`src/rtl/booth_mult_seq_arb.sv`:
```
// Iterative radix-2 Booth multiplier shared between two requesters.
// A round-robin arbiter picks one requester while the engine is idle. The
// engine then runs one add/sub plus arithmetic-shift step per clock for WIDTH
// clocks and holds the signed product until the consumer takes it.
module booth_mult_seq_arb #(
    parameter int WIDTH = 25
) (
    input  logic                 clk_i,
    input  logic                 rst_n_i,
    input  logic                 req0_valid_i,
    output logic                 req0_ready_o,
    input  logic [WIDTH-1:0]     req0_m_i,
    input  logic [WIDTH-1:0]     req0_q_i,
    input  logic                 req1_valid_i,
    output logic                 req1_ready_o,
    input  logic [WIDTH-1:0]     req1_m_i,
    input  logic [WIDTH-1:0]     req1_q_i,
    output logic                 res_valid_o,
    input  logic                 res_ready_i,
    output logic [2*WIDTH-1:0]   res_z_o,
    output logic                 res_id_o,
    output logic                 busy_o
);

    localparam int CW = $clog2(WIDTH + 1);
    localparam logic [CW-1:0] LAST_STEP = CW'(WIDTH - 1);

    typedef enum logic [1:0] {
        IDLE = 2'd0,
        RUN  = 2'd1,
        DONE = 2'd2
    } state_t;

    state_t               state_q, state_d;
    logic                 rrPtr_q, rrPtr_d;
    logic [WIDTH-1:0]     mult_q, mult_d;
    logic [WIDTH:0]       acc_q, acc_d;
    logic [WIDTH:0]       qx_q, qx_d;
    logic [CW-1:0]        cnt_q, cnt_d;
    logic [2*WIDTH-1:0]   resZ_q, resZ_d;
    logic                 resId_q, resId_d;

    logic                 bothValid;
    logic                 grantId;
    logic                 accept;
    logic [WIDTH:0]       multExt;
    logic [WIDTH:0]       addSub;
    logic [WIDTH:0]       accShift;
    logic [WIDTH:0]       qxShift;

    // Arbitration: a lone valid wins; on contention the round-robin pointer decides.
    always_comb begin
        bothValid = req0_valid_i & req1_valid_i;
        grantId   = bothValid ? rrPtr_q : req1_valid_i;
        accept    = rst_n_i && (state_q == IDLE) && (req0_valid_i || req1_valid_i);
    end

    assign req0_ready_o = accept && !grantId;
    assign req1_ready_o = accept && grantId;

    // One Booth step: add/sub the sign-extended multiplicand, then shift {A,Qx} right arithmetically.
    always_comb begin
        multExt = {mult_q[WIDTH-1], mult_q};
        unique case (qx_q[1:0])
            2'b01:   addSub = acc_q + multExt;
            2'b10:   addSub = acc_q - multExt;
            default: addSub = acc_q;
        endcase
        accShift = {addSub[WIDTH], addSub[WIDTH:1]};
        qxShift  = {addSub[0], qx_q[WIDTH:1]};
    end

    // Next-state and datapath control for the IDLE -> RUN -> DONE sequence.
    always_comb begin
        state_d = state_q;
        rrPtr_d = rrPtr_q;
        mult_d  = mult_q;
        acc_d   = acc_q;
        qx_d    = qx_q;
        cnt_d   = cnt_q;
        resZ_d  = resZ_q;
        resId_d = resId_q;
        unique case (state_q)
            IDLE: begin
                if (accept) begin
                    mult_d  = grantId ? req1_m_i : req0_m_i;
                    qx_d    = {(grantId ? req1_q_i : req0_q_i), 1'b0};
                    acc_d   = '0;
                    cnt_d   = '0;
                    resId_d = grantId;
                    if (bothValid) begin
                        rrPtr_d = ~grantId;
                    end
                    state_d = RUN;
                end
            end
            RUN: begin
                acc_d = accShift;
                qx_d  = qxShift;
                cnt_d = cnt_q + 1'b1;
                if (cnt_q == LAST_STEP) begin
                    resZ_d  = {accShift[WIDTH-1:0], qxShift[WIDTH:1]};
                    state_d = DONE;
                end
            end
            DONE: begin
                if (res_ready_i) begin
                    state_d = IDLE;
                end
            end
            default: begin
                state_d = IDLE;
            end
        endcase
    end

    // State and datapath registers; reset drops any in-flight operation.
    always_ff @(posedge clk_i) begin
        if (!rst_n_i) begin
            state_q <= IDLE;
            rrPtr_q <= 1'b0;
            mult_q  <= '0;
            acc_q   <= '0;
            qx_q    <= '0;
            cnt_q   <= '0;
            resZ_q  <= '0;
            resId_q <= 1'b0;
        end else begin
            state_q <= state_d;
            rrPtr_q <= rrPtr_d;
            mult_q  <= mult_d;
            acc_q   <= acc_d;
            qx_q    <= qx_d;
            cnt_q   <= cnt_d;
            resZ_q  <= resZ_d;
            resId_q <= resId_d;
        end
    end

    assign res_valid_o = (state_q == DONE);
    assign busy_o      = (state_q != IDLE);
    assign res_z_o     = resZ_q;
    assign res_id_o    = resId_q;

endmodule
```
`config.mk`:
```
export PLATFORM = sky130hd
export DESIGN_NAME = booth_mult_seq_arb
export DESIGN_NICKNAME = d
export VERILOG_FILES = /design/src/rtl/booth_mult_seq_arb.sv
export SDC_FILE = /design/constraint.sdc
export NUM_CORES = 1
export LEC_CHECK = 0
export CORE_ASPECT_RATIO = 0.6
export CORE_UTILIZATION = 46
export CTS_CLUSTER_DIAMETER = 50
export DETAILED_ROUTE_END_ITERATION = 6
export GPL_TIMING_DRIVEN = 0
export PLACE_DENSITY_LB_ADDON = 0.15
export SYNTH_ARGS = -nofsm -noshare
export SYNTH_HDL_FRONTEND = slang
export SYNTH_SLANG_ARGS = --single-unit
```
`constraint.sdc`:
```
create_clock -name clk_i -period 4.2 [get_ports clk_i]
set_input_delay 0.84 -clock clk_i [delete_from_list [all_inputs] [get_ports clk_i]]
set_output_delay 0.84 -clock clk_i [all_outputs]
set_load 0.005 [all_outputs]
```
After elaboration in Yosys (flattened, before gate mapping)
Index checks and enable logic that the tools add are counted.

operators by class
  add/subtract/negate cells = 3
  eq/ne operators = 8
  multiplexer cells = 14
  bitwise operators = 2
  reduce and logical (&&, ||, !) cells = 14

operators with widths
  kind                 count
  $pmux 26 s2          3
  $mux 26              2
  $mux 25              2
  $add 26x26->26       1
  $sub 26x26->26       1
  $pmux 5 s2           1
  $mux 2               3
  $pmux 2 s3           1
  $reduce_and 2->1     3
  $reduce_and 3->1     2
  $add 5x1->5 const B  1
  $eq 5x5->1 const B   1
  $mux 5               1
  $eq 2x1->1 const B   2
  $eq 2x2->1 const B   2
  $logic_and 1x1->1    4
  $ne 2x2->1 const B   2
  $reduce_bool 2->1    2
  $logic_not 2->1      1
  $ne 2x1->1 const B   1
  $and 1x1->1          1
  $logic_not 1->1      1
  $logic_or 1x1->1     1
  $mux 1               1
  $not 1->1            1

word-level totals
  register bits after elaboration = 136
  bits of input ports = 105
  output and inout port bits = 55

Longest topological paths before layout
  depth in word-level cells = 5
  mapped depth = 18
  mapped depth without buffers = 17

Worst setup path after synthesis
OpenSTA, ideal clock, no wires.

  path type = reg2reg
  from = reg mult_q[6]
  to = reg acc_q[24]
  setup time = 57 ps
  arrival = 4,027 ps
  slack = 116 ps
  cell stages (with the launch flop) = 18
  cells stage by stage = dfxtp_1 -> or4_4 -> or4_4 -> nor3b_1 -> nand2_1 -> nor2_1 -> a31oi_1 -> xnor2_1 -> ha_1 -> clkbuf_1 -> a21o_1 -> a21o_1 -> a21oi_1 -> nand3_1 -> a311oi_1 -> a211oi_1 -> or3_1 -> a21bo_1

between the ends
  cells in the longest elaborated chain, start to end = 3
  elaborated cells between the ends (all ways) = 4

ends and longest elaborated chain
  item                                                     line    source
  from (decl)                                              36      logic [WIDTH-1:0] mult_q, mult_d;
  from (signal assigned)                                   131     mult_q <= mult_d;
  $sub 26x26->26 / $add 26x26->26 (equally long branches)  66, 65
  $pmux 26 s2 *                                            64      unique case (qx_q[1:0])
  $pmux 26 s2 *                                            83      unique case (state_q)
  to (signal assigned)                                     123     acc_q <= '0;
  to (signal assigned)                                     132     acc_q <= acc_d;
  to (decl)                                                37      logic [WIDTH:0] acc_q, acc_d;

Mark *: on every way between the ends. The rest lies on a longest branch, timed or not.
A chain may end at the register's enable or synchronous reset.

Worst setup path after layout
Ends and elaborated chain as after synthesis.

==> key figures <==
Outcome
  • Outcome: completed

Routing
  • DRC violations left: 0
  • Wire per inst: 18.6 um
  • Number of nets with antenna violations after routing: 0
  • Detailed Route Iter0 Violations: 990
  • DRT Pass-1 Iters: 6
  • Via density per instance: 5.95
  • Final WL: 23.4 mm
  • Via Count: 7477

Power
  • Internal: 0.00276 W
  • Flop pwr share: 0.336
  • PwrDens: 434 nW/um^2
  • Peak VDD IR: 0.258 mV
  • Combinational share of power: 0.302
  • Switching share of power: 0.342
  • P_leak: 3.50 nW
  • Clock network power share: 0.362
  • Net switching power: 0.00143 W

Clocking
  • H-Tree Level Count: 4
  • Hold_buf cts: 0
  • # clock sinks: 135
  • Worst-path clk slew: 0.06 ns
  • CTS tree: yes
  • Clock latency on the worst-skew pair: 0.43 ns
  • CTS Buf Count: 17
  • Worst-case clock buffer depth: 2
  • Clk root buf: clkbuf_16

Setup path
  • Crit path required time: 4.57 ns
  • Setup crit start kind: flip-flop
  • Slowest CP cell: or4_4
  • Top fanout value on the critical path: 6
  • WP buf/inv: 0
  • CP Class: reg2reg
  • Max stage delay on crit path: 0.55 ns
  • Worst Path Arrival: 4.53 ns
  • CP delay by family, top: simple AND/OR/NAND/NOR gates
  • CP Capture Type: flip-flop
  • Worst path cell trace: or4_4, or4_4, nor3b_4, nand2_1, nor2_4, a31oi_2, xnor2_2, ha_4, a21o_1, a21o_1, a21oi_2, nand3_1, a311oi_2, a211oi_2, or3_1, a21bo_1

Floorplan
  • Starting Density: 0.478
  • Die area: 15800 sq um
  • Die Span Y: 97.8 um
  • IO Pins: 160
  • Row count: 34
  • Placeable Area: 14700 sq um
  • DIE WIDTH: 162 um

Placement
  • Placed cells: 1223
  • Post-place setup slack: -0.634 ns
  • GPL Wtd Cong: 0.945
  • Number of port buffers: 159
  • Post-DP HPWL: 17.5 mm

STA
  • Worst-margin pin slew: 0.794 ns
  • Crit path time final: 4.16 ns
  • FMAX: 241 MHz
  • Slew Limit Headroom: 0.466
  • RSZ-0062 raised after global routing: true
  • Final worst-path cycle share: 0.989
  • Worst Setup Slack, final: 0.0445 ns
  • Final Max Tran Viols: 0
  • Final hold slack: 0.454 ns
  • Final count of hold timing violations: 0
  • Clock Skews: 0.0126 ns
  • Final setup fails: 0
  • Final setup TNS: 0 ns

GRT
  • Largest net degree at the start of global routing: 17
  • Initial antenna violation count: 0
  • First-pass GRT wire length: 36.6 mm
  • Gr usage total: 0.295
  • Total gr overflow: 0
  • Vias in the first global route: 6851

Synthesis
  • Sequential area share after synthesis: 0.384
  • Yosys Warn Count: 0
  • Post-synth EDFFs: 0
  • Top FF cell, synth: dfxtp_1
  • Post-synth design cell area: 7040 sq um
  • Post-synth ARST share: 0
  • Mapped Avg Cell Area: 8.13 sq um
  • Register bit total from synthesis: 135
  • Cell variety after synth: 63
  • Post-Syn Instances: 866
  • Syn Nets: 1001

Hold path
  • Hold Crit Class: reg2reg

Cells and area
  • P&R area growth vs syn: 37.0%
  • Layout Nets: 1180
  • Non-filler cells, final: 1256
  • Ant diodes: 0
  • Layout cells sized above 1: 0.0756

Run
  • Max-cap violation count: 0
layout by cell type, fill, tap and decap left out, drive strengths merged, types with 22 or more instances in the layout:
cell	synthesis	routed
clkdlybuf4s50	0	158
a222oi	50	50
nand2	133	133
clkbuf	58	74
a21oi	111	111
ha	29	29
nor2	76	76
dfxtp	135	135
xnor2	32	32
o21ai	49	49
inv	15	22
stage by stage:
step                utilization  area, sq um  total power, W
floorplan                     -         7040         0.00221
global placement          0.603         8880         0.00256
detailed placement        0.603         8880         0.00257
CTS                       0.648         9540         0.00410
global route              0.656         9650         0.00436
finish                    0.656         9650         0.00419
tightest hold or removal path: stages (launching register included):
cell and delay [ns]:
dfxtp_1 0.31, nand2_1 0.05, a21oi_1 0.05
flip-flops by register name, summed over array words and instances (netlist names):
signal    flops
res_id_o      1
state_q       2
mult_q       25
acc_q        25
res_z_o      50
rrPtr_q       1
cnt_q         5
qx_q         26
power groups by stage:
stage | registers (W) | logic (W) | clock network (W)
6_report | 0.00141 | 0.00126 | 0.00152
5_1_grt | 0.00141 | 0.00136 | 0.00159
4_1_cts | 0.00140 | 0.00118 | 0.00152
3_5_place_dp | 0.00143 | 0.00114 | 0
3_3_place_gp | 0.00143 | 0.00113 | 0
2_1_floorplan | 0.00141 | 0.000800 | 0
cell families (layout without fill, tap and decap cells):
group                    Yosys count  count (layout)  synth area share
adder cells (fa/ha/maj)           30              30            0.0544
AO/OA/AOI/OAI                    282             282             0.269
multiplexers                      11              11            0.0158
XOR/XNOR                          45              45            0.0560
buffers and inverters             78             270            0.0432
flip-flops                       135             135             0.384
AND/OR/NAND/NOR                  285             285             0.178
routing by layer:
metal | track usage | up-vias | routed length, um
li1 | - | 3537 | -
met1 | 0.459 | 3479 | 11400
met4 | 0.0740 | 0 | 214
met3 | 0.0828 | 26 | 2790
met2 | 0.387 | 435 | 8970
met5 | 0 | - | 0
cell type report:
| class | instances | area (sq um) |
|---|---|---|
| fill | 1246 | 5070 |
| multi-input combinational | 653 | 4180 |
| sequential | 135 | 2710 |
| timing repair buffer | 164 | 1630 |
| clock buffer | 20 | 467 |
| tap | 198 | 248 |
| buffer | 58 | 233 |
| clock inverter | 12 | 129 |
| inverter | 16 | 60.1 |
cell usage after synthesis, types with 7 or more instances:
| library cell | number | area (sq um) |
|---|---|---|
| o21ai_0 | 49 | 245 |
| a211oi_1 | 7 | 52.6 |
| nor3_1 | 14 | 70.1 |
| nand3_1 | 14 | 70.1 |
| xnor2_1 | 32 | 280 |
| a21oi_1 | 111 | 556 |
| dfxtp_1 | 135 | 2700 |
| a222oi_1 | 50 | 500 |
| ha_1 | 29 | 363 |
| nor2_1 | 76 | 285 |
| mux2i_1 | 10 | 100 |
| o21a_1 | 9 | 67.6 |
| inv_1 | 15 | 56.3 |
| a21o_1 | 8 | 60.1 |
| clkbuf_1 | 58 | 218 |
| xor2_1 | 13 | 114 |
| nand2_1 | 133 | 499 |
what timing repair did:
item | CTS | global route
setup endpoints to repair | 11 | 15
resized for setup | 20 | 21
buffers inserted | 0 | 5
pin swaps | 4 | 10
worst paths after layout:
kind / slack [ns] / to / start / cells past startpoint
max reg2reg: 0.04 / acc_q[24]$_SDFFE_PN0P_ / mult_q[6]$_SDFFE_PN0P_ / 16
max: 0.04 / acc_q[24]$_SDFFE_PN0P_ / mult_q[6]$_SDFFE_PN0P_ / 16
min reg2reg: 0.45 / res_z_o[5]$_SDFFE_PN0P_ / res_z_o[5]$_SDFFE_PN0P_ / 2
min: 0.45 / res_z_o[5]$_SDFFE_PN0P_ / res_z_o[5]$_SDFFE_PN0P_ / 2
(Power assumes the default switching activity.)
